<file path="config.mk">
export PLATFORM = sky130hd
export DESIGN_NAME = mega_and_arbiter
export DESIGN_NICKNAME = d
export VERILOG_FILES = /design/src/rtl/mega_and_arbiter.sv
export SDC_FILE = /design/constraint.sdc
export NUM_CORES = 1
export LEC_CHECK = 0
export CORE_AREA = 2 2 302 304
export CTS_CLUSTER_DIAMETER = 150
export CTS_CLUSTER_SIZE = 28
export DETAILED_ROUTE_END_ITERATION = 10
export DIE_AREA = 0 0 304 306
export PLACE_DENSITY = 0.42
export SLEW_MARGIN = 20
export SYNTH_ARGS = -nofsm -noshare
export SYNTH_HDL_FRONTEND = slang
export SYNTH_SLANG_ARGS = --single-unit
</file>
<file path="constraint.sdc">
create_clock -name CLK -period 2.6 [get_ports CLK]
set_input_delay 0.65 -clock CLK [delete_from_list [all_inputs] [get_ports CLK]]
set_output_delay 0.65 -clock CLK [all_outputs]
set_load 0.01 [all_outputs]
</file>
<file path="src/rtl/mega_and_arbiter.sv">
// Round-robin arbiter/sequencer sharing one combinational mega_and unit among N_REQ requesters.
// Optional: define MEGA_AND_ARB_ZERO_FLAG_EN to add the registered RSP_ZERO output.
module mega_and_arbiter #(
    parameter int N_REQ = 4,
    parameter int WIDTH = 64,
    localparam int ID_W = $clog2(N_REQ)
) (
    input  logic                   CLK,
    input  logic                   RST_N,
    input  logic [N_REQ-1:0]       REQ_VALID,
    output logic [N_REQ-1:0]       REQ_READY,
    input  logic [N_REQ*WIDTH-1:0] REQ_A,
    input  logic [N_REQ*WIDTH-1:0] REQ_B,
    output logic [WIDTH-1:0]       AND_A,
    output logic [WIDTH-1:0]       AND_B,
    input  logic [WIDTH-1:0]       AND_R,
    output logic                   RSP_VALID,
    input  logic                   RSP_READY,
    output logic [ID_W-1:0]        RSP_ID,
`ifdef MEGA_AND_ARB_ZERO_FLAG_EN
    output logic                   RSP_ZERO,
`endif
    output logic [WIDTH-1:0]       RSP_R
);

    typedef enum logic [1:0] {IDLE, EXEC, RESP} state_t;

    state_t            state_q, state_d;
    logic [ID_W-1:0]   ptr_q;
    logic [ID_W-1:0]   id_q;
    logic [WIDTH-1:0]  a_q, b_q, r_q;
    logic              gnt_found;
    logic [ID_W-1:0]   gnt_idx;
    logic [WIDTH-1:0]  sel_a, sel_b;

    // First valid requester at or above ptr, wrapping past N_REQ-1.
    always_comb begin
        logic [ID_W:0] idx;
        gnt_found = 1'b0;
        gnt_idx   = '0;
        idx       = '0;
        for (int k = 0; k < N_REQ; k++) begin
            idx = {1'b0, ptr_q} + (ID_W+1)'(k);
            if (idx >= (ID_W+1)'(N_REQ))
                idx = idx - (ID_W+1)'(N_REQ);
            if (!gnt_found && REQ_VALID[idx[ID_W-1:0]]) begin
                gnt_found = 1'b1;
                gnt_idx   = idx[ID_W-1:0];
            end
        end
    end

    assign sel_a = REQ_A[gnt_idx*WIDTH +: WIDTH];
    assign sel_b = REQ_B[gnt_idx*WIDTH +: WIDTH];

    // RST_N gates the grant so nothing is accepted while reset is held.
    always_comb begin
        REQ_READY = '0;
        if (state_q == IDLE && gnt_found && RST_N)
            REQ_READY[gnt_idx] = 1'b1;
    end

    always_ff @(posedge CLK or negedge RST_N) begin
        if (!RST_N) state_q <= IDLE;
        else        state_q <= state_d;
    end

    always_comb begin
        state_d = state_q;
        case (state_q)
            IDLE:    if (gnt_found) state_d = EXEC;
            EXEC:    state_d = RESP;
            RESP:    if (RSP_READY) state_d = IDLE;
            default: state_d = IDLE;
        endcase
    end

    always_ff @(posedge CLK or negedge RST_N) begin
        if (!RST_N) begin
            a_q   <= '0;
            b_q   <= '0;
            id_q  <= '0;
            r_q   <= '0;
            ptr_q <= '0;
        end else begin
            if (state_q == IDLE && gnt_found) begin
                a_q  <= sel_a;
                b_q  <= sel_b;
                id_q <= gnt_idx;
            end
            if (state_q == EXEC)
                r_q <= AND_R;
            if (state_q == RESP && RSP_READY)
                ptr_q <= (id_q == ID_W'(N_REQ-1)) ? '0 : id_q + ID_W'(1);
        end
    end

`ifdef MEGA_AND_ARB_ZERO_FLAG_EN
    logic zero_q;
    always_ff @(posedge CLK or negedge RST_N) begin
        if (!RST_N)                zero_q <= 1'b0;
        else if (state_q == EXEC)  zero_q <= (AND_R == '0);
    end
    assign RSP_ZERO = zero_q;
`endif

    assign AND_A     = a_q;
    assign AND_B     = b_q;
    assign RSP_R     = r_q;
    assign RSP_ID    = id_q;
    assign RSP_VALID = (state_q == RESP);

endmodule

</file>
==> impl_metrics.toml <==
[synthesis]
yosys-top-cells-count = "256 x a31oi_1, 198 x dfrtp_1, 133 x nor2_1"
async_reset_ff_share_pct = 100
avgSynthCellArea_um2 = 9.03
yosysWarningCount = 0
synth_edf_count = 0
yosysMostFrequentCell = "a31oi_1"
ys_ff_latch = 198
synth_flop_cell = "dfrtp_1"
synth_cells = 1229
synth_top_cell_area_share_pct = 44.6
syn_area_mm2 = 0.0111
synthTopCellsByArea = "dfrtp_1 45%, a31oi_1 14%, a22oi_1 8.7%"
synth.distinct_cells = 33
synth_nets = 1813
yosysTopAreaCell = "dfrtp_1"
synth_seq_area_share_pct = 44.6

[power_and_ir_drop]
intPower_uw = 12000
seqPwrFrac_pct = 26.9
p_switching_uw = 9150
peakVddDrop_v = 0.000603
comb_power_share_pct = 59.5
pwr-share-clk_pct = 13.7
sw_frac_of_total_pct = 43.2
p_leak_uw = 0.00791
powerDensity_mw_per_mm2 = 1010

[placement]
hpwl_um = 53400
io_buffers = 781
dp_slack_ns = -0.656
gp_congestion = 0.849

[worst_setup_path]
r2r_start = "ptr_q[1]"
worst_setup_path_start_kind = "input port"
critPathMaxStageDelay_ns = 0.40
r2r_setup_slack_ns = 0.16
critPathSlowestCell = "a221o_4"
cp_top_family = "buffers and inverters"
critical_path_class = "input port to output pin"
rr_worst_depth = 8
cp.arrival_ns = 1.89
cp.required_ns = 1.95
reg2reg_to = "AND_B[36]"
crit_buf_inv = 3
crit_chain = "dlygate4sd2_1 > buf_4 > nor2_1 > a221o_4 > nand2_1 > nor2_2 > clkdlybuf4s15_2"
crit_fanout = 4
cp-end-kind = "output pin"

[timing]
fmax_mhz = 394
worst_hold_slack_ns = 0.158
fin_crit_ns = 2.54
slew_viol_final = 0
rsz0062_at_grt = "false"
period_share_pct = 97.7
hold_violations = 0
slew-limit-headroom_pct = 10.2
tightestPinTransition_ns = 1.35
skew_ns = 0.00985
postLayoutSetupSlackWorst_ns = 0.0599
setup_violations = 0

[die]
core_mm2 = 0.0896
die_y_um = 306
rows = 110
start_util_pct = 12.4
io_pins = 782
die_width_um = 304
die-area_mm2 = 0.0930

[global_routing]
grt_antenna_before_repair = 16
grt_use_total_pct = 15.4
grt_start_max_net_pins = 137
top_usage_layer = "met2"
grt_pass1_wl_um = 105000
grt_pass1_vias = 14100
use_met1_pct = 17.3
met2_usage_pct = 27.0
gr-total-overflow = 0
grtUsageMet3_pct = 4.81

[cts]
cts.sinks = 198
htree_levels = 4
clock_latency_ns = 0.52
clock-root-buffer = "clkbuf_16"
numCtsBuffers = 17
holdBufCountCts = 0
cts_tree = "done"
cts.clk_slew.worst_paths_ns = 0.09
clockBufferDepth = 2

[detailed_routing]
drc = 0
initialDrtViolationCount = 1057
routedWlPerCell_um = 23.8
via_per_inst = 4.40
ant_nets = 0
drtPass1Iterations = 6
wl_um = 74400
vias = 13800

[finish]
drive_gt1_share_pct = 8.96
nets = 2513
area_delta_synth_final_pct = 88.7

[flow_run]
drv_cap = 0

[status]
status = "finished clean"

[min_path]
hold_path.class = "input port to async pin"
## how the worst max path moves through the flow
stage | startpoint | endpoint | slack, ns | cells after the start
after floorplan | REQ_VALID[2] | REQ_READY[0] | 0.12 | 8
after global placement | REQ_VALID[0] | AND_B[45] | -0.61 | 9
after global routing | state_q[1] | REQ_READY[1] | 0.001 | 4
final | REQ_VALID[1] | REQ_READY[2] | 0.06 | 7
after CTS | state_q[1] | REQ_READY[0] | -0.02 | 5
after detailed placement | REQ_VALID[0] | AND_B[50] | -0.66 | 9
## per-layer routing
layer  wire length, um  share of wire, %  vias to the layer above
met1             28600                38                     6856
met3              5830               7.8                       92
met5                38             0.051                        -
met4              2150               2.9                        6
li1                  -                 -                     6117
met2             37800                51                      709
## worst register-to-register path, delay by kind of cell (launching register included)
family,cells,cell delay [ns]
buffers and inverters,4,0.82
AO/OA/AOI/OAI,3,0.72
flip-flops,1,0.48
AND/OR/NAND/NOR,1,0.29
## cell usage in the layout, fill, tap and decap left out, types with 3 or more instances in the layout
master	count
inv_1	3
dfrtp_1	196
nor2_2	3
clkdlybuf4s50_1	772
clkinv_4	3
buf_12	10
and3_1	129
mux2_2	65
nand2_1	6
buf_4	44
inv_6	5
inv_8	4
diode_2	12
o21ai_0	126
a31oi_1	256
nor2_1	130
o21ai_1	8
a22oi_1	128
clkbuf_16	17
## flip-flops by register name, summed over array words and instances (netlist names)
register,count
RSP_R,64
AND_A,64
ptr_q,2
AND_B,64
RSP_ID,2
state_q,2
## per-stage QoR
step	cell area, um^2	power, uW	setup TNS, ns	std cells	utilization (%)
detailed placement	20300	18400	-61.53	3083	22.6
global placement	20300	18400	-57.95	3083	22.6
global route	20900	22500	0	3128	23.4
floorplan	11100	11400	0	1229	-
finish	20900	21200	0	3130	23.4
CTS	20900	21500	-0.0374	3118	23.3
## what timing repair did
action	4_1_cts	5_1_grt
gates resized for setup	16	10
setup endpoints to repair	19	4
gates cloned	0	0
buffers inserted	3	0
pin swaps	0	2
## layout make-up
class	instances	area (um^2)
fill	9712	68700
timing repair buffer	833	8320
multi-input combinational	875	5570
sequential	198	4960
tap	1176	1470
clock buffer	17	425
clock inverter	15	155
antenna	12	30.0
inverter	4	17.5
## cell families after synthesis
group	synth area share [%]
mux	6.60
flops	44.6
compound gates	29.9
buf+inv	6.08
fa+ha+maj	0.113
simple gates	12.6
## power by group through the flow
stage | combinational, uW | clock (uW) | sequential, uW
floorplan | 5130 | 0 | 6280
global placement | 12700 | 0 | 5680
detailed placement | 12700 | 0 | 5740
CTS | 12700 | 3070 | 5690
global route | 13500 | 3150 | 5890
finish | 12600 | 2900 | 5690
(Power assumes the default switching activity.)
==> edit 1: new RTL, config.mk and constraints unchanged <==
Set the parameter `N_REQ` to 2 (it was 4).
--- a/src/rtl/mega_and_arbiter.sv
+++ b/src/rtl/mega_and_arbiter.sv
@@ -3,3 +3,3 @@
 module mega_and_arbiter #(
-    parameter int N_REQ = 4,
+    parameter int N_REQ = 2,
     parameter int WIDTH = 64,
Ports: changed (5 resized); port bits go from 782 to 521. No check against the original RTL was run, so the function may have changed too.
==> edit 1 against the original RTL <==
  * Combinational power is 16% lower
  * Final cell count is 22% lower
  * Area after synthesis decreased by 11%
  * Setup slack gained 110 ps
  * Wire length fell by 36%
  * Non-clock buffer count is 277 lower
  * Cell area decreased by 19%
  * First-iteration DRC count down 44%
  * Total power down 9.2%
  * Clock power up 2%
  * Sequential cell count shrank 2
  * Sequential share of layout area up 5.2 points
  * Clock skew grew 7.1 ps
  * Largest power group unchanged
==> edit 1: results (changes against the original RTL) <==
Result of the run: finished clean
R2r worst-path depth: 5 (-3)
Max-slew headroom: 0.4900 (+0.3884)
GRT Resource Usage Total: 0.1005 (-0.05376)
Slowest stage cell on the critical path: sky130_fd_sc_hd__clkdlybuf4s50_1
Number of distinct library cells after synthesis: 24 (-27%)
Worst reg2reg endpoint: AND_B[60]
Most frequent cells after synthesis: sky130_fd_sc_hd__dfrtp_1 (196), sky130_fd_sc_hd__o21ai_0 (129), sky130_fd_sc_hd__a311oi_1 (128), sky130_fd_sc_hd__a2bb2oi_2 (100), sky130_fd_sc_hd__mux2_2 (64)
GRT met3 Usage: 0.03166 (-0.01645)
Routed Wire Length: 47,290 µm (-36%)
Met2 wirelength from detailed routing: 22,910 µm (-39%)
Portion of the post-synthesis area used by sequential elements: 0.4978 (+0.05128)
Port buffer count: 520 (-33%)
Net count after synthesis: 1,094 (-40%)
Pint: 12,070 µW (+0.19%)
FILL cells: 9,745 (+0.34%)
Average vias per placed instance: 3.743 (-15%)
Detailed-route via count: 9,089 (-34%)
Worst voltage drop across the vdd grid: 0.0005295 V (-12%)
Number of antenna violations at the first check in global routing: 5 (-11)
Crit-path max cell delay: 580 ps (+180 ps)
Leak: 0.005950 µW (-25%)
GRT met2 Usage: 0.1649 (-0.1046)
Via count of the first global-routing pass: 9,806 (-31%)
Timing startpoint of the critical path: state_q[0]
Placed Cells incl. Taps: 2,393 (-22%)
Setup crit end: RSP_VALID
Iteration-0 DRC count of the detailed router: 587 (-44%)
Routed length on met3: 3449 µm (-41%)
Register-to-register setup slack: 550 ps (+390 ps)
Ys Warns: 0 (unchanged)
Setup Buffers After CTS: 1 (-2)
Combinational cell fraction of total power: 0.553 (-0.042)
GP Congestion: 0.7476 (-12%)
Final HPWL from detailed placement: 33,160 µm (-38%)
# resized after CTS: 6 (-10)
Worst-case clock skew: 16.90 ps (+7.051 ps)
Ratio of cells with drive above 1 in the final layout: 0.1942 (+0.1046)
Post-synthesis cell count: 769 (-37%)
Detailed Routing Iterations Pass 1: 5 (-1)
[edit 1: cell type report]
cell class,count,area (µm²),area share
Inverter,3,13.76,0.0008111
Multi-Input combinational cell,464,4359,0.2569
Clock buffer,17,425.4,0.02507
Sequential cell,196,4905,0.2890
Antenna cell,1,2.502,0.0001475
Timing Repair Buffer,556,5608,0.3305
Clock inverter,15,183.9,0.01084
Tap cell,1176,1471,0.08671
[edit 1: metrics by stage]
stage | total power (µW) | setup WS [ps] | TNS [ps] | instance area (µm²)
CTS | 19600 | 1.878 | 0 | 16970
floorplan | 11350 | 580.6 | 0 | 9853
global route | 20350 | 35.91 | 0 | 16970
finish | 19260 | 169.4 | 0 | 16970
global placement | 16330 | -223.0 | -1993 | 16340
detailed placement | 16460 | -221.2 | -2071 | 16340
[edit 1: logic make-up after synthesis]
| family | after synthesis | share of synthesized area |
|---|---|---|
| flops | 196 | 0.4978 |
| buf+inv | 109 | 0.06184 |
| compound gates | 388 | 0.3581 |
| simple gates | 12 | 0.009144 |
| mux | 64 | 0.07314 |
==> edit 2: new RTL, same settings <==
Without the edit above. Re-encode `state_t` (3 states) as one-hot, 3 bits wide.
--- a/src/rtl/mega_and_arbiter.sv
+++ b/src/rtl/mega_and_arbiter.sv
@@ -25,3 +25,3 @@
 
-    typedef enum logic [1:0] {IDLE, EXEC, RESP} state_t;
+    typedef enum logic [2:0] {IDLE = 3'b001, EXEC = 3'b010, RESP = 3'b100} state_t;
 
Formal check against the unedited RTL: no difference found for any inputs over 4 cycles, from zero or initial values and one cycle with RST_N low; so few cycles prove little.
==> edit 2 against the original RTL <==
  * Highest routed layer unchanged
  * Global-route usage down 2.2 points
  * Die area did not move
  * Total power down 3.9%
  * Register-to-register slack lost 80 ps
  * Hold slack improved by 39 ps
  * Final cell count decreased by 8.3%
  * Sequential cell count increased by 1
  * Area after synthesis shrank 14%
  * Sequential power grew 1%
  * Setup slack worse by 14 ps
  * Combinational power shrank 6%
  * Wire length down 14%
  * Largest cell class unchanged
  * Cell area decreased by 6.9%
==> edit 2: results (changes against the original RTL) <==
Final layout net count: 2,257 (-10%)
Routed len/inst: 22.20 µm (-6.6%)
GRT Resource Usage Total: 0.1323 (-0.02194)
Leak: 0.007222 µW (-8.7%)
Worst slack, placed: -734.5 ps (-78.89 ps)
Number of buffers other than clock buffers in the final layout: 829 (-0.48%)
Layout overhead on the synthesized area: 104.3%
Number of buffers created by CTS: 17 (unchanged)
Post-synthesis cell count: 921 (-25%)
Flops & latches, synth: 199 (+0.51%)
Iteration-0 DRC count of the detailed router: 1,245 (+18%)
Result of the run: finished clean
Cell types occupying the most area after synthesis: sky130_fd_sc_hd__dfrtp_1 (52%), sky130_fd_sc_hd__a21oi_1 (14%), sky130_fd_sc_hd__a222oi_1 (13%)
Detailed-route via count: 11,500 (-17%)
Placed Cells incl. Taps: 2,822 (-8.5%)
Multi-input gate count: 623 (-29%)
Register-to-register setup slack: 80 ps (-80 ps)
Net count after synthesis: 1,505 (-17%)
FILL cells: 9,713 (+0.010%)
Non-filler cells, final: 2,869 (-8.3%)
Ratio of cells with drive above 1 in the final layout: 0.1014 (+0.01183)
Portion of the post-synthesis area used by sequential elements: 0.5220 (+0.07546)
Clock Network Area Fraction: 0.02946 (+0.001734)
Combined area of all synthesized cells: 0.009543 mm² (-14%)
Final HPWL from detailed placement: 51,470 µm (-3.5%)
GP Congestion: 0.8612 (+1.4%)
Worst voltage drop across the vdd grid: 0.0007703 V (+28%)
Count of non-CTS inverters in the layout: 3 (-1)
# clk buffers: 19 (+2)
Sequential portion of the cell area: 0.2556 (+0.01890)
Number of distinct library cells after synthesis: 32 (-3.0%)
Data arrival time of the worst path: 1900 ps
Timing-limited maximum frequency: 391.5 MHz (-0.55%)
Worst hold margin: 197.6 ps (+39.40 ps)
Critical path peak fanout: 7 (+3)
Share of cell area taken by multi-input logic gates: 0.2130 (-0.05288)
Worst reg2reg endpoint: AND_A[23]
Final-layout non-clock buffer area share: 0.4246 (+0.02745)
Critical register-to-register path startpoint: ptr_q[0]
Count of inserted antenna diode cells: 7 (-5)
Worst-case clock skew: 16.31 ps (+6.457 ps)
Detailed Routing Iterations Pass 1: 10 (+4)
Most frequent cells after synthesis: sky130_fd_sc_hd__a21oi_1 (261), sky130_fd_sc_hd__dfrtp_1 (198), sky130_fd_sc_hd__nor2_1 (135), sky130_fd_sc_hd__a222oi_1 (128), sky130_fd_sc_hd__buf_2 (69)
Crit-path max cell delay: 350 ps (-50 ps)
Largest net degree at the start of global routing: 114 (-17%)
Max-slew headroom: 0.3853 (+0.2837)
Global-route wire length before repair: 89,600 µm (-15%)
Number of antenna violations at the first check in global routing: 17 (+1)
Area post-placement: 0.01877 mm² (-7.5%)
Slowest stage cell on the critical path: sky130_fd_sc_hd__o31a_2
## edit 2: changes by cell type after synthesis, moves of 124 or more
| cell | before | now |
|---|---|---|
| sky130_fd_sc_hd__a21oi_1 | 2 | 261 |
| sky130_fd_sc_hd__a31oi_1 | 256 | 0 |
| sky130_fd_sc_hd__a222oi_1 | 0 | 128 |
| sky130_fd_sc_hd__a22oi_1 | 128 | 0 |
| sky130_fd_sc_hd__and3_1 | 129 | 4 |
| sky130_fd_sc_hd__o21ai_0 | 127 | 3 |
## edit 2: critical path, delay by kind of cell
kind | cells | cell delay, ps
compound gates | 2 | 400
simple gates | 1 | 200
buf+inv | 3 | 660
## edit 2: routing by layer
layer  global-route usage  vias to the layer above  share of wire
met5                    0                        -         0.0011
met4              0.03818                       10          0.013
met3              0.05205                       55          0.093
met2               0.2422                      614           0.53
met1               0.1393                     5718           0.37
li1                     -                     5105              -
## edit 2: power by group
group | switching, µW | leakage [µW] | total [µW] | internal, µW
clock network | 1490 | 0.000275 | 2790 | 1300
logic | 5940 | 0.00466 | 11800 | 5870
registers | 1020 | 0.00228 | 5770 | 4760
total | 8450 | 0.00722 | 20400 | 11900
## edit 2: what timing repair did
action                                  in CTS  in global routing
buffers inserted                             6                  2
resized for setup                           30                 10
hold buffers                                 0                  0
pin swaps                                    2                  3
endpoints found under the setup margin       5                  3
## edit 2: cell families (layout without fill, tap and decap cells)
group | Yosys count | count (layout) | synth area share
other cells | 0 | 7 | 0
compound gates | 403 | 403 | 0.2819
fa+ha+maj | 1 | 1 | 0.001311
flops | 199 | 199 | 0.5220
buf+inv | 99 | 864 | 0.05310
mux | 66 | 66 | 0.07775
simple gates | 153 | 153 | 0.06398
